### config.mk
export PLATFORM = sky130hd
export DESIGN_NAME = if_fetch_unit
export DESIGN_NICKNAME = d
export VERILOG_FILES = /design/src/rtl/if_fetch_unit.sv
export SDC_FILE = /design/constraint.sdc
export NUM_CORES = 1
export LEC_CHECK = 0
export BUFFER_PORTS_ARGS = -buffer_cell sky130_fd_sc_hd__buf_2
export CAP_MARGIN = 0
export CORE_AREA = 3 3 119 121
export DETAILED_ROUTE_END_ITERATION = 8
export DIE_AREA = 0 0 122 124
export REMOVE_ABC_BUFFERS = 1
export SLEW_MARGIN = 20
export SYNTH_ARGS = -nofsm -noshare
export SYNTH_HDL_FRONTEND = slang
export SYNTH_SLANG_ARGS = --single-unit
### constraint.sdc
create_clock -name clk -period 2.82 [get_ports clk]
set_input_delay 0.423 -clock clk [delete_from_list [all_inputs] [get_ports clk]]
set_output_delay 0.423 -clock clk [all_outputs]
set_load 0.05 [all_outputs]
### src/rtl/if_fetch_unit.sv
// Instruction-fetch stage for the 5-stage RV32I pipeline: owns the PC, keeps a single
// memory request in flight and feeds {pc, instr, pc+4} to IF/ID, inserting NOPs when idle.
module if_fetch_unit #(
   parameter logic [31:0] RESET_PC  = 32'h0000_0000,
   parameter logic [31:0] NOP_INSTR = 32'h0000_0013
) (
   input  logic        clk,
   input  logic        rst,
   input  logic        stall,
   input  logic        redirect,
   input  logic [31:0] redirect_pc,
   output logic        imem_req,
   output logic [31:0] imem_addr,
   input  logic        imem_ready,
   input  logic        imem_rvalid,
   input  logic [31:0] imem_rdata,
   output logic [31:0] pc_out,
   output logic [31:0] instr_out,
   output logic [31:0] pc_next_out,
   output logic        fetch_valid
);

   localparam logic [1:0] IDLE = 2'd0;
   localparam logic [1:0] WAIT = 2'd1;
   localparam logic [1:0] DROP = 2'd2;

   logic [31:0] pc;
   logic [31:0] buf_instr;
   logic [1:0]  state;
   logic        buf_valid;
   logic        started;
   logic        resp_hit;
   logic        consume;
   logic [31:0] redirect_target;

   assign resp_hit        = (state == WAIT) && imem_rvalid;
   assign consume         = fetch_valid && !stall && !redirect;
   assign redirect_target = redirect_pc & 32'hFFFF_FFFC;

   always_comb begin
      // NOTE: every output gets a default first so no path can infer a latch.
      imem_req    = started && (state == IDLE) && !buf_valid && !redirect;
      imem_addr   = pc;
      pc_out      = pc;
      pc_next_out = pc + 32'd4;
      instr_out   = NOP_INSTR;
      fetch_valid = 1'b0;
      if (started) begin
         // A held (stalled) instruction wins over the same-cycle memory bypass.
         if (buf_valid) begin
            instr_out   = buf_instr;
            fetch_valid = !redirect;
         end else if (resp_hit) begin
            instr_out   = imem_rdata;
            fetch_valid = !redirect;
         end
      end
   end

   // NOTE: sequential state uses non-blocking assignments only.
   always_ff @(posedge clk or negedge rst) begin
      if (!rst) begin
         pc        <= RESET_PC;
         state     <= IDLE;
         buf_valid <= 1'b0;
         buf_instr <= 32'h0000_0000;
         started   <= 1'b0;
      end else if (!started) begin
         started <= 1'b1;
      end else if (redirect) begin
         pc        <= redirect_target;
         buf_valid <= 1'b0;
         // An in-flight response must still be swallowed before a new request goes out.
         if (((state == WAIT) || (state == DROP)) && !imem_rvalid) begin
            state <= DROP;
         end else begin
            state <= IDLE;
         end
      end else begin
         if (consume) begin
            pc        <= pc + 32'd4;
            buf_valid <= 1'b0;
         end
         case (state)
            IDLE: begin
               if (imem_req && imem_ready) begin
                  state <= WAIT;
               end
            end
            WAIT: begin
               if (imem_rvalid) begin
                  state <= IDLE;
                  if (!consume) begin
                     buf_valid <= 1'b1;
                     buf_instr <= imem_rdata;
                  end
               end
            end
            DROP: begin
               if (imem_rvalid) begin
                  state <= IDLE;
               end
            end
            default: state <= IDLE;
         endcase
      end
   end

endmodule

# Word level (Yosys, flattened, before mapping)
# Cells that the tools add are included.
# classes
add_sub_neg	1
n_reduce_logical	19
n_eq_ne	4
n_bitwise	2
mux	18
# op_table
op	n
$mux W32	5
$add A32 B3 Y32 const B	1
$logic_and A1 B1 Y1	8
$mux W1	8
$mux W2	4
$reduce_and A5 Y1	1
$logic_not A1 Y1	4
$pmux W2 S2	1
$ne A3 B1 Y1 const B	1
$ne A3 B2 Y1 const B	1
$reduce_and A3 Y1	1
$eq A2 B1 Y1 const B	1
$eq A2 B2 Y1 const B	1
$logic_not A2 Y1	1
$not A1 Y1	2
$reduce_and A2 Y1	1
$reduce_bool A2 Y1	1
$reduce_or A2 Y1	1
$logic_or A1 B1 Y1	1
# totals
input_bits	70
elab_cells	49
output_inout_bits	130
reg_bits	68

# Depth between registers and ports, before layout
# depth
word_depth	12
depth_mapped	8
ltp_nobuf	6

# Worst setup path before layout
# OpenSTA, ideal clock, no wires.
# synth_timing
path_type	flip-flop to output port
startpoint	reg pc[10] (netlist: imem_addr[10])
endpoint	out pc_next_out[21]
required_ns	2.397
setup_slack_ns	-0.570
n_path_buf	2
stages_incl_launch_ff	7
arrival_time_ns	2.967
cell_sequence	dfrtp_1 > buf_2 > nand4_4 > or4_1 > buf_2 > or3_1 > xnor2_1
# synth_between
elab_chain_cells	1
# synth_rtl
item	line	rtl
start: declaration	27	logic [31:0] pc;
start signal: assignment	71	pc <= redirect_target;
start signal: assignment	81	pc <= pc + 32'd4;
$add A32 B3 Y32	45	pc_next_out = pc + 32'd4;
end: declaration	19	output logic [31:0] pc_next_out,
# No other way between the ends.

# Final worst setup path
# layout_timing
startpoint	reg pc[12] (netlist: imem_addr[12])
endpoint	out pc_next_out[21]
# Same word-level chain as after synthesis.

==> run summary <==
Setup TNS - 0 ns
number of buffers created by CTS - 9
port bufs - 191
final slew viol count - 0
WS Path Type - reg -> out
Post-synth EDFFs - 0
Yosys warnings - 0
DR WL/cell - 16.96 microns
global-route wire length before repair - 21240 microns
Final #Nets - 723
RSZ-0062 raised after global routing - no
VDD IR-drop max - 0.7609 mV
met3 Use GR - 5.086%
Area after DPL - 5515 sq um
most frequent cells in the layout - buf_2 (186), dfrtp_1 (60), mux2_2 (31)
clock buffer depth - 2
Syn Area/Cell - 9.122 sq um
Core Box Area - 13190 sq um
antenna cell count - 0
FP Rows - 42
area of the multi-input gates - 2376 sq um
Die Wd - 122 microns
FFs w/ async S/R, synth - 100.0%
Storage cell area - 1659 sq um
Avg Vias per Cell - 5.369
setup violators final - 0
gr ovfl total - 0
Post-Route Skew - 0.006724 ns
Relative slew margins - 53.65%
GR Util met2 - 29.77%
post-route cell area - 5829 sq um
Post-Route WL - 14080 microns
fin crit share - 96.57%
sequential area share after synthesis - 36.80%
chip height - 124 microns
Startpoint Class - flip-flop
Distinct cells, synth - 55
drt pass-1 iters - 5
Netlist Area Pre-Place - 4488 sq um
CP Capture Type - output port
largest fanout on the critical path - 6
antenna viol nets, final - 0
top_reg_cell synth - dfrtp_1
Area Growth Syn to Fin - 29.89%
pwr dens - 923.3 nW/um^2
CTS tree - done
1st-iter DRT viols - 280
CTS Root Cell - clkbuf_16
GPL Wtd Cong - 0.7909
DP HPWL - 10200 microns
most common cell after layout, fill and taps aside - buf_2
outcome - finished clean
initial core utilization - 34.03%
GRT busiest layer - met2
pin count of the biggest net entering global routing - 69
Post-CTS Setup Bufs - 0
worst min-delay path class - in -> async
Syn Inst Count - 492
Final min period - 2.723 ns
R2R setup slack - 0.46 ns
Leak Pwr - 2.795 nW
IO Pins - 200
layout cells sized above 1 - 43.12%
Skew-Pair Late Insertion Delay - 0.33 ns
measured slew at the worst slew-check pin - 0.6952 ns
flops & latches, synth - 66
Peak Freq - 367.2 MHz
CP arrival - 2.30 ns
max_cap viols - 0
Fill cells - 1293
Critical Path RT - 2.40 ns
endpoints failing hold - 0
number of global-route vias before repair - 4100
H-tree levels - 3
CTS clk-pin slew, worst paths - 0.05 ns
full die area - 15130 sq um
CTS Hold Bufs - 0
total number of vias - 4456
GR Util met1 - 22.07%
clock sink count - 66
Remaining DRCs - 0
Tot GR Track Use - 17.95%
initial antenna violation count - 2
-- stage by stage --
step	utilization, %	hold slack (ns)	cells	setup slack, ns	total power, mW
finish	44.19	0.1416	830	0.09660	5.382
global route	44.19	0.1813	830	0.01804	5.655
CTS	44.04	0.1560	830	0.004647	5.408
detailed placement	41.81	0.4912	815	0.3019	4.274
global placement	41.81	0.4743	815	0.3133	4.227
floorplan	-	0.1274	419	-1.072	3.525
-- critical path: stages (launching register included) --
cell and delay (ns):
dfrtp_2 0.45, nand4_4 0.11, or4_1 0.61, or3_1 0.43, xnor2_1 0.15, buf_4 0.21
-- state kept, by name, summed over array words and instances, names as in the netlist --
signal     flops
buf_instr     32
started        1
imem_addr     30
buf_valid      1
state          2
-- power by group --
group          switching (mW)  leakage, nW  internal (mW)
Sequential              0.292        0.802           1.28
Combinational            1.93         1.85          0.778
Clock                   0.404        0.142          0.701
Total                    2.63         2.80           2.75
-- cell usage after synthesis (all sizes together), types with 13 or more instances --
master	number	share of area [%]
nor4	13	2.1
nor2	21	1.8
mux2	32	8.0
buf	48	7.2
a22o	30	5.9
nand4	14	2.3
xnor2	16	3.1
dfrtp	66	37
clkbuf	30	2.5
and3	17	2.4
nand3	23	2.6
a21oi	22	2.5
o21ai	19	2.1
inv	17	1.4
nand2	20	1.7
-- final timing paths --
kind	depth (start not counted)	from	end
worst max-delay path	5	imem_addr[12]	pc_next_out[21]
worst min-delay path	1	rst	buf_instr[25]
worst max register to register	6	state[0]	imem_addr[29]
worst min register to register	1	buf_instr[19]	buf_instr[19]
max in group asynchronous	2	rst	imem_addr[12]
min in group clk	2	imem_rdata[9]	buf_instr[9]
-- area by class of cell --
class	count	area share [%]
Clock inverter	3	0.6868
Clock buffer	12	4.228
Sequential cell	66	28.46
Multi-Input combinational cell	336	40.76
Inverter	17	1.095
Timing Repair Buffer	220	20.99
Tap cell	176	3.778
-- timing repair --
action                                  in CTS  in global routing
gates resized for setup                      4                  7
endpoints found under the setup margin       3                  8
cloned                                       0                  0
-- cells by family (layout without fill, tap and decap cells) --
group | Yosys count | count (layout) | synth area share (%)
compound gates | 119 | 119 | 19.18
other cells | 2 | 7 | 0.1673
mux | 34 | 34 | 8.475
simple gates | 147 | 147 | 18.29
xor+xnor | 26 | 26 | 5.074
buf+inv | 95 | 252 | 11.18
fa+ha+maj | 3 | 3 | 0.8364
flops | 66 | 66 | 36.80
-- layer usage --
metal | wire (microns) | share of wire, % | vias up
li1 | - | - | 2091
met1 | 5953 | 42 | 2117
met2 | 6528 | 46 | 220
met3 | 1347 | 9.6 | 24
met4 | 215 | 1.5 | 4
met5 | 30 | 0.21 | -
Note: power is estimated with default switching activity, not from simulation.
